File: src/rtl/qam16_pkg.sv
// Shared QAM16 receive-path definitions: symbol/byte widths, Gray constellation
// levels (common with the demapper) and the nibble-packer state encoding.
package qam16_pkg;

  localparam int SYM_W  = 4;
  localparam int BYTE_W = 8;

  // Per-axis Gray code for amplitude levels -3, -1, +1, +3
  localparam logic [1:0] GRAY_M3 = 2'b00;
  localparam logic [1:0] GRAY_M1 = 2'b01;
  localparam logic [1:0] GRAY_P1 = 2'b11;
  localparam logic [1:0] GRAY_P3 = 2'b10;

  typedef enum logic {
    ST_EMPTY = 1'b0,
    ST_HALF  = 1'b1
  } pack_state_t;

  function automatic logic [BYTE_W-1:0] pack_byte(input logic [SYM_W-1:0] first,
                                                  input logic [SYM_W-1:0] second,
                                                  input logic             msb_first);
    return msb_first ? {first, second} : {second, first};
  endfunction

endpackage

File: src/rtl/qam16_nibble_packer_if.sv
// Byte stream with valid/ready backpressure leaving the nibble packer.
interface qam16_nibble_packer_if;
  import qam16_pkg::*;

  logic [BYTE_W-1:0] m_tdata;
  logic              m_tvalid;
  logic              m_tready;
  logic              m_tlast;

  modport master (output m_tdata, output m_tvalid, output m_tlast, input m_tready);
  modport slave  (input m_tdata, input m_tvalid, input m_tlast, output m_tready);

endinterface

File: src/rtl/byte_fifo.sv
// First-word-fall-through FIFO; a push while full is accepted only if a pop
// frees a slot in the same cycle.
module byte_fifo #(
  parameter int WIDTH = 9,
  parameter int DEPTH = 16,
  localparam int AW = $clog2(DEPTH)
) (
  input  logic             clk,
  input  logic             rstn,
  input  logic             push,
  input  logic [WIDTH-1:0] wdata,
  input  logic             pop,
  output logic [WIDTH-1:0] rdata,
  output logic             full,
  output logic             empty,
  output logic [AW:0]      level
);

  logic [WIDTH-1:0] mem [DEPTH];
  logic [AW:0]      wr_ptr;
  logic [AW:0]      rd_ptr;
  logic             wr_en;
  logic             rd_en;

  assign level = wr_ptr - rd_ptr;
  assign full  = (level == (AW+1)'(DEPTH));
  assign empty = (wr_ptr == rd_ptr);
  assign wr_en = push & (~full | pop);
  assign rd_en = pop & ~empty;

  // Gate the head so the output reads zero while nothing is queued
  assign rdata = empty ? '0 : mem[rd_ptr[AW-1:0]];

  always_ff @(posedge clk or negedge rstn) begin
    if (!rstn) begin
      wr_ptr <= '0;
      rd_ptr <= '0;
    end else begin
      if (wr_en) wr_ptr <= wr_ptr + 1'b1;
      if (rd_en) rd_ptr <= rd_ptr + 1'b1;
    end
  end

  always_ff @(posedge clk) begin
    if (wr_en) mem[wr_ptr[AW-1:0]] <= wdata;
  end

endmodule

File: src/rtl/qam16_nibble_packer.sv
// Packs demapped QAM16 nibbles into framed bytes behind a FWFT FIFO; drops and
// flags bytes when the FIFO is full because the demapper cannot be stalled.
//
// state    | meaning
// ST_EMPTY | no nibble held
// ST_HALF  | first nibble of the next byte held in hold_q
module qam16_nibble_packer
  import qam16_pkg::*;
#(
  parameter int FIFO_DEPTH  = 16,
  parameter int FRAME_BYTES = 64,
  parameter bit MSB_FIRST   = 1'b1
) (
  input  logic                          clk,
  input  logic                          rstn,
  input  logic [SYM_W-1:0]              din,
  input  logic                          wren,
  input  logic                          flush,
  qam16_nibble_packer_if.master         m,
  output logic [$clog2(FIFO_DEPTH):0]   level,
  output logic                          overflow
);

  localparam int CNT_W = (FRAME_BYTES > 1) ? $clog2(FRAME_BYTES) : 1;
  localparam logic [CNT_W-1:0] CNT_LAST = CNT_W'(FRAME_BYTES - 1);

  pack_state_t       state;
  logic [SYM_W-1:0]  hold_q;
  logic [CNT_W-1:0]  byte_cnt;

  logic              push;
  logic [BYTE_W-1:0] push_byte;
  logic              push_last;
  logic              pop;
  logic              fifo_full;
  logic              fifo_empty;
  logic [BYTE_W:0]   fifo_rdata;
  logic              cnt_last;

  assign cnt_last = (byte_cnt == CNT_LAST);

  always_comb begin
    push      = 1'b0;
    push_byte = '0;
    push_last = 1'b0;
    case (state)
      ST_EMPTY: begin
        if (wren && flush) begin
          push      = 1'b1;
          push_byte = pack_byte(din, '0, MSB_FIRST);
          push_last = 1'b1;
        end
      end
      ST_HALF: begin
        if (wren) begin
          push      = 1'b1;
          push_byte = pack_byte(hold_q, din, MSB_FIRST);
          push_last = cnt_last | flush;
        end else if (flush) begin
          push      = 1'b1;
          push_byte = pack_byte(hold_q, '0, MSB_FIRST);
          push_last = 1'b1;
        end
      end
      default: ;
    endcase
  end

  always_ff @(posedge clk or negedge rstn) begin
    if (!rstn) begin
      state    <= ST_EMPTY;
      hold_q   <= '0;
      byte_cnt <= '0;
      overflow <= 1'b0;
    end else begin
      case (state)
        ST_EMPTY: if (wren && !flush) begin
          hold_q <= din;
          state  <= ST_HALF;
        end
        ST_HALF: if (wren || flush) state <= ST_EMPTY;
        default: state <= ST_EMPTY;
      endcase

      // Count push attempts, dropped ones included, so framing follows the symbols
      if (flush)     byte_cnt <= '0;
      else if (push) byte_cnt <= cnt_last ? '0 : byte_cnt + 1'b1;

      if (push && fifo_full && !pop) overflow <= 1'b1;
    end
  end

  assign pop = m.m_tvalid & m.m_tready;

  byte_fifo #(
    .WIDTH (BYTE_W + 1),
    .DEPTH (FIFO_DEPTH)
  ) u_fifo (
    .clk   (clk),
    .rstn  (rstn),
    .push  (push),
    .wdata ({push_last, push_byte}),
    .pop   (pop),
    .rdata (fifo_rdata),
    .full  (fifo_full),
    .empty (fifo_empty),
    .level (level)
  );

  assign m.m_tvalid = ~fifo_empty;
  assign m.m_tlast  = fifo_rdata[BYTE_W];
  assign m.m_tdata  = fifo_rdata[BYTE_W-1:0];

endmodule

File: src/flat_wrapper.sv
// flat-port wrapper written by rule: the top's interface ports become plain ports
module qam16_nibble_packer_flat import qam16_pkg::*;
#(
  parameter int FIFO_DEPTH  = 16,
  parameter int FRAME_BYTES = 64,
  parameter bit MSB_FIRST   = 1'b1
)
  (clk, rstn, din, wren, flush, level, overflow, m_m_tdata, m_m_tvalid, m_m_tlast, m_m_tready);
  qam16_nibble_packer_if m_i ();
  input  logic clk;
  input  logic rstn;
  input  logic [SYM_W-1:0] din;
  input  logic wren;
  input  logic flush;
  output logic [$clog2(FIFO_DEPTH):0] level;
  output logic overflow;
  output wire logic [$bits(m_i.m_tdata)-1:0] m_m_tdata;
  output wire logic [$bits(m_i.m_tvalid)-1:0] m_m_tvalid;
  output wire logic [$bits(m_i.m_tlast)-1:0] m_m_tlast;
  input wire logic [$bits(m_i.m_tready)-1:0] m_m_tready;
  assign m_m_tdata = m_i.m_tdata;
  assign m_m_tvalid = m_i.m_tvalid;
  assign m_m_tlast = m_i.m_tlast;
  assign m_i.m_tready = m_m_tready;
  qam16_nibble_packer #(.FIFO_DEPTH(FIFO_DEPTH), .FRAME_BYTES(FRAME_BYTES), .MSB_FIRST(MSB_FIRST)) u_core (.clk(clk), .rstn(rstn), .din(din), .wren(wren), .flush(flush), .m(m_i), .level(level), .overflow(overflow));
endmodule
File: config.mk
export PLATFORM = sky130hd
export DESIGN_NAME = qam16_nibble_packer_flat
export DESIGN_NICKNAME = d
export VERILOG_FILES = /design/src/rtl/qam16_pkg.sv /design/src/rtl/qam16_nibble_packer_if.sv /design/src/rtl/byte_fifo.sv /design/src/rtl/qam16_nibble_packer.sv /design/src/flat_wrapper.sv
export SDC_FILE = /design/constraint.sdc
export NUM_CORES = 1
export LEC_CHECK = 0
export BUFFER_PORTS_ARGS = -buffer_cell sky130_fd_sc_hd__buf_2
export CORE_MARGIN = 2
export CORE_UTILIZATION = 60
export CTS_BUF_LIST = sky130_fd_sc_hd__clkbuf_4
export DETAILED_ROUTE_END_ITERATION = 6
export PLACE_DENSITY = 0.78
export SLEW_MARGIN = 10
export SYNTH_ARGS = -nofsm -noshare
export SYNTH_HDL_FRONTEND = slang
export SYNTH_SLANG_ARGS = --single-unit
File: constraint.sdc
create_clock -name clk -period 9.79 [get_ports clk]
set_clock_uncertainty 0.05 [all_clocks]
set_input_delay 0.979 -clock clk [delete_from_list [all_inputs] [get_ports clk]]
set_output_delay 0.979 -clock clk [all_outputs]
set_load 0.02 [all_outputs]
======== Word level (Yosys, flattened, before mapping) ========
Memory sizes are Yosys's and may differ from the RTL's.
Index checks and enable logic that the tools add are counted.
operators by class
  muxes and demuxes ....................... 19
  reductions and logical operators ........ 9
  eq/ne operators ......................... 3
  bitwise operators ....................... 8
  $add $sub $neg .......................... 4
operators by type and width
  cell                                                           number
  8-bit 2-to-1 mux                                               3
  6-bit 2-to-1 mux                                               3
  8-bit case mux with 2 select lines                             1
  5-bit by 1-bit adder with 5-bit output, second input constant  2
  9-bit 2-to-1 mux                                               1
  1-bit 2-to-1 mux                                               8
  6-bit by 1-bit adder with 6-bit output, second input constant  1
  6-bit == test, second input constant                           1
  1-bit case mux with 2 select lines                             3
  5-bit == test                                                  1
  5-bit == test, second input constant                           1
  5-bit subtractor                                               1
  1-bit logical AND                                              4
  1-bit AND                                                      3
  1-bit inverter                                                 3
  1-bit zero test                                                2
  1-bit bitwise OR                                               2
  2-bit AND reduction                                            1
  2-bit nonzero test                                             1
  1-bit logical OR                                               1
word-level totals
  memories kept ........................... 1
  logic and storage cells ................. 50
  output and inout port bits .............. 16
  register bits ........................... 22
  RAM bits ................................ 144
  bits of input ports ..................... 9
memory list
  name               depth  width  read ports  clocked after Yosys merged registers in  wr ports  RTL line         source
  u_core.u_fifo.mem  16     9      1           0                                        1         byte_fifo.sv:19  logic [WIDTH-1:0] mem [DEPTH];

======== Longest topological paths before layout ========
  depth in word-level cells ............... 7
  depth in mapped cells ................... 12
  gate-level depth less buffers ........... 9

======== Modules after synthesis ========
Synthesis repeated with hierarchy kept, for this count alone.
second synthesis, totals
  cells, all modules ...................... 399
  area total of the unflattened synthesis .. 7,041.8 um^2
modules (own cells, without submodules)
  module               sequential area each (um^2)  area an instance (um^2)  times used  cells each
  byte_fifo            4,574.4                      6,343.6                  1           326
  qam16_nibble_packer  300.3                        698.2                    1           73

======== Least setup slack after synthesis ========
No wires, ideal clock.
  kind .................................... reg2reg
  start ................................... reg u_core.u_fifo.rd_ptr[2]
  end ..................................... mem u_core.u_fifo.mem[9][0] (enable)
  cell stages (with the launch flop) ...... 10
  setup time .............................. 0.387 ns
  path buffers ............................ 2
  arrival ................................. 3.077 ns
  data required time ...................... 9.353 ns
  period minus slack after synthesis ...... 3.514 ns
  slack ................................... 6.276 ns
  cell sequence ........................... dfrtp_1 buf_1 inv_2 ha_1 xnor2_1 nand4b_1 a211oi_2 or2_1 buf_6 nor3_1
between the ends
  word-level cells in the longest chain between the ends .. 7
  elaborated cells on any way between the ends .. 10
  classes of those cells .................. add/sub: 1; eq/ne: 2; mux: 2; bitwise: 5
RTL lines
  element                                 RTL line            source
  start: declaration                      byte_fifo.sv:21     logic [AW:0] rd_ptr;
  start signal: assignment                byte_fifo.sv:40     if (rd_en) rd_ptr <= rd_ptr + 1'b1;
  5-bit subtractor                        byte_fifo.sv:25     assign level = wr_ptr - rd_ptr;
  net level[2]                            flat_wrapper.sv:15  output logic [$clog2(FIFO_DEPTH):0] level;
  5-bit == test                           byte_fifo.sv:26     assign full = (level == (AW+1)'(DEPTH));
  1-bit inverter                          byte_fifo.sv:28     assign wr_en = push & (~full | pop);
  1-bit bitwise OR                        byte_fifo.sv:28
  1-bit AND                               byte_fifo.sv:28
  1-bit 2-to-1 mux                        byte_fifo.sv:45     if (wr_en) mem[wr_ptr[AW-1:0]] <= wdata;
  1-bit 2-to-1 mux (implied by the code)  byte_fifo.sv:45
  end: declaration                        byte_fifo.sv:19
The timed path passes the listed nets, and every way through them passes these cells.

======== Worst setup path in the final report ========
  start ................................... reg u_core.u_fifo.rd_ptr[2]
  end ..................................... out m_m_tdata[5]
between the ends
  word-level cells in the longest chain between the ends .. 2
  elaborated cells on any way between the ends .. 3
  classes of those cells .................. eq/ne: 1; mux: 1; memory: 1
RTL lines
  element                                                  RTL line            source
  memory read 16 x 9 bit or 5-bit == test (tied branches)  -
  9-bit 2-to-1 mux *                                       byte_fifo.sv:32     assign rdata = empty ? '0 : mem[rd_ptr[AW-1:0]];
  end: declaration                                         flat_wrapper.sv:17  output wire logic [$bits(m_i.m_tdata)-1:0] m_m_tdata;
Mark *: on every way between the ends. The rest lies on a longest branch, timed or not.

==> flow_summary_export.csv <==
group,metric,value,unit
drt,via_per_inst,6.32,
synth,ys_top_cells_by_count,"144 x edfxtp_1, 36 x mux4_2, 29 x nand2_1, 22 x dfrtp_1, 17 x nor2_1",
cts,path_clk_slew,0.13,ns
worst_hold_path,hold_path.class,"primary input to asynchronous set/reset pin",
power,swShare,37.6,%
synth,avgSynthCellArea,17.6,sq um
synth,synth_area_leaders,"edfxtp_1 62%, mux4_2 12%, dfrtp_1 7.8%, ha_1 1.8%, nand2_1 1.5%",
drt,dr.first_iter.drc_count,408,
drt,routed-wl-met3,953,microns
cts,clock_latency,0.54,ns
cts,tritoncts,"yes",
timing,hold_viol_final,0,
cts,cts-buffers-inserted,17,
timing,worstMarginPinSlew,1.22,ns
synth,synth_fp_nets,419,
critical_path,worstSetupStartpointType,"flip-flop",
status,status,"finished clean",
finish,drive_gt1_share,25.4,%
floorplanning,initial_core_util,61.5,%
power,vdd_ir_drop_max,329,uV
synth,synth_seq_area_share,69.4,%
timing,rsz0062_at_grt,"false",
synth,synth_top_area_share,61.5,%
floorplanning,die_w,112,microns
cts,holdBufCountCts,0,
drt,wl_per_cell,23.4,microns
power,powerDensity,288,mW/mm^2
floorplanning,dieArea,0.0126,sq mm
drt,wl_met1,5920,microns
global_route,antenna_found_initial,0,
global_route,grt_pass1_wl,21500,microns
critical_path,cp_data_arrival_time,3.53,ns
finish,multi_input_area,0.00201,sq mm
timing,finalSetupViolations,0,
synth,synth_edf_count,144,
cts,ctsResizeCount,0,
power,p_switching,0.000814,W
synth,yosysTopAreaCell,"edfxtp_1",
floorplanning,pin_count,25,
finish,area_delta_synth_final,7.10,%
cts,root_buffer,"clkbuf_4",
timing,fin_crit_sh,46.6,%
power,p_leak,2.62,nW
finish,diodes,0,
timing,fmax,219,MHz
synth,yosys_register_bits,166,
synth,synth_most_common_cell,"edfxtp_1",
global_route,grt_max_degree,41,
synth,yosysWarnings,0,
finish,seqCellArea,0.00488,sq mm
drt,drt-total-wl,13600,microns
drt,drc,0,
critical_path,critPathCaptureType,"output port",
finish,nFillCells,799,
drt,highest_layer,"met4",
cts,clock-sinks,166,
finish,fin_util,65.9,%
cts,h-tree-depth,4,
synth,syn-cell-area,0.00703,sq mm
critical_path,r2r_slack,5.39,ns
floorplanning,die_h,112,microns
run,maxCapViolCount,0,
finish,layout.nets,444,
drt,num_vias,3668,
timing,slew_headroom,18.3,%
placed_design,portBuffers,24,
cts,post_cts_buffers,0,
global_route,grt_overflow_total,0,
synth,yosys_most_used_dff,"edfxtp_1",
timing,post-route-min-period,4.56,ns
floorplanning,design.core.area,0.0114,sq mm
placed_design,place_hpwl,9000,microns
global_route,grt_use_total,23.4,%
cts,clock_path_buffers,2,
power,intPower,0.00135,W
global_route,grt_pass1_vias,3702,
drt,route.met2.wl,6230,microns
floorplanning,row_count,39,
timing,fin_tns_setup,0,ns
power,pwr-share-clk,17.6,%
placed_design,gp_congestion,0.851,
timing,maxSlewViolCount,0,
synth,synth_cell_type_count,43,
power,power.share.sequential,43.2,%
drt,ant_nets,0,
critical_path,cp_max_fo,22,
critical_path,crit_type,"flip-flop to output port",
critical_path,required,8.76,ns
synth,syn-instance-count,399,
power,power_frac_comb,39.2,%
synth,async_flop_share,13.3,%
drt,dr.pass1.iters,5,
state kept, by name (all words and copies together), names as in the netlist:
| name | cells |
|---|---|
| u_core.byte_cnt | 6 |
| u_core.overflow | 1 |
| u_core.hold_q | 4 |
| u_core.u_fifo.wr_ptr | 5 |
| u_core.u_fifo.mem | 144 |
| u_core.state | 1 |
| u_core.u_fifo.rd_ptr | 5 |
cell families (layout without fill, tap and decap cells):
group                      after synthesis  in the layout  synth area share, %
adders and majority gates               11             11                 2.07
AOI/OAI and AO/OA                       31             31                 3.29
xor gates and xnor gates                14             14                 1.75
buffers and inverters                   31             69                 2.03
muxes                                   51             51                 13.8
and+or+nand+nor                         95             95                 7.67
DFF                                    166            166                 69.4
power groups by stage:
stage | combinational [W] | sequential (W) | clock (W)
final | 0.000850 | 0.000937 | 0.000381
after detailed placement | 0.000848 | 0.000952 | 0
after global routing | 0.000914 | 0.000947 | 0.000416
after floorplan | 0.000661 | 0.000886 | 0
after CTS | 0.000854 | 0.000936 | 0.000386
after global placement | 0.000826 | 0.000947 | 0
per-layer routing:
layer,vias up,track usage (%)
met4,0,9.76
met3,28,5.94
met5,-,0
li1,1623,-
met2,179,33.4
met1,1838,35.3
final timing paths:
kind,start,to,cells past startpoint
max,u_core.u_fifo.rd_ptr[2]$_DFFE_PN0P_,m_m_tdata[5],6
min,rstn,u_core.state$_DFF_PN0_,1
max reg2reg,u_core.u_fifo.rd_ptr[2]$_DFFE_PN0P_,u_core.u_fifo.mem[2][4]$_DFFE_PP_,8
min reg2reg,u_core.u_fifo.rd_ptr[4]$_DFFE_PN0P_,u_core.u_fifo.rd_ptr[4]$_DFFE_PN0P_,1
max in group asynchronous,rstn,u_core.u_fifo.rd_ptr[0]$_DFFE_PN0P_,1
min in group clk,u_core.u_fifo.rd_ptr[4]$_DFFE_PN0P_,u_core.u_fifo.rd_ptr[4]$_DFFE_PN0P_,1
worst max-delay path: stages (launching register included):
cell and delay, ns:
dfrtp_1 0.98, inv_2 0.33, ha_1 0.45, nand4_1 0.13, nor2_1 0.68, a211oi_1 0.19
buf_2 0.22
through the flow:
| step | instance area (sq um) | std cells | setup WS [ns] | power, W | hold slack, ns |
|---|---|---|---|---|---|
| 2_1_floorplan | 7030 | 399 | 6.28 | 0.00155 | 0.411 |
| 3_3_place_gp | 7240 | 548 | 5.56 | 0.00177 | 0.417 |
| 3_5_place_dp | 7240 | 548 | 5.32 | 0.00180 | 0.417 |
| 4_1_cts | 7520 | 580 | 5.23 | 0.00218 | 0.311 |
| 5_1_grt | 7530 | 580 | 4.94 | 0.00228 | 0.309 |
| 6_report | 7530 | 580 | 5.23 | 0.00217 | 0.338 |
layout by cell type, fill, tap and decap left out, types with 9 or more instances in the layout:
cell type,n
nor2_1,17
ha_1,10
clkbuf_4,19
nand2_1,29
buf_2,24
a211oi_1,9
mux4_2,36
and3_1,14
dfrtp_1,21
mux2i_1,10
edfxtp_1,144
cell type report:
cell class              count  share of cell area, %
well taps                 143                   2.38
clock inverters            13                   1.78
clock buffers              19                   1.90
multi-input cells         202                   26.8
flip-flops and latches    166                   64.8
repair buffers             27                   1.90
inverters                  10                  0.499
No activity file was read; power rests on OpenSTA's default activity.
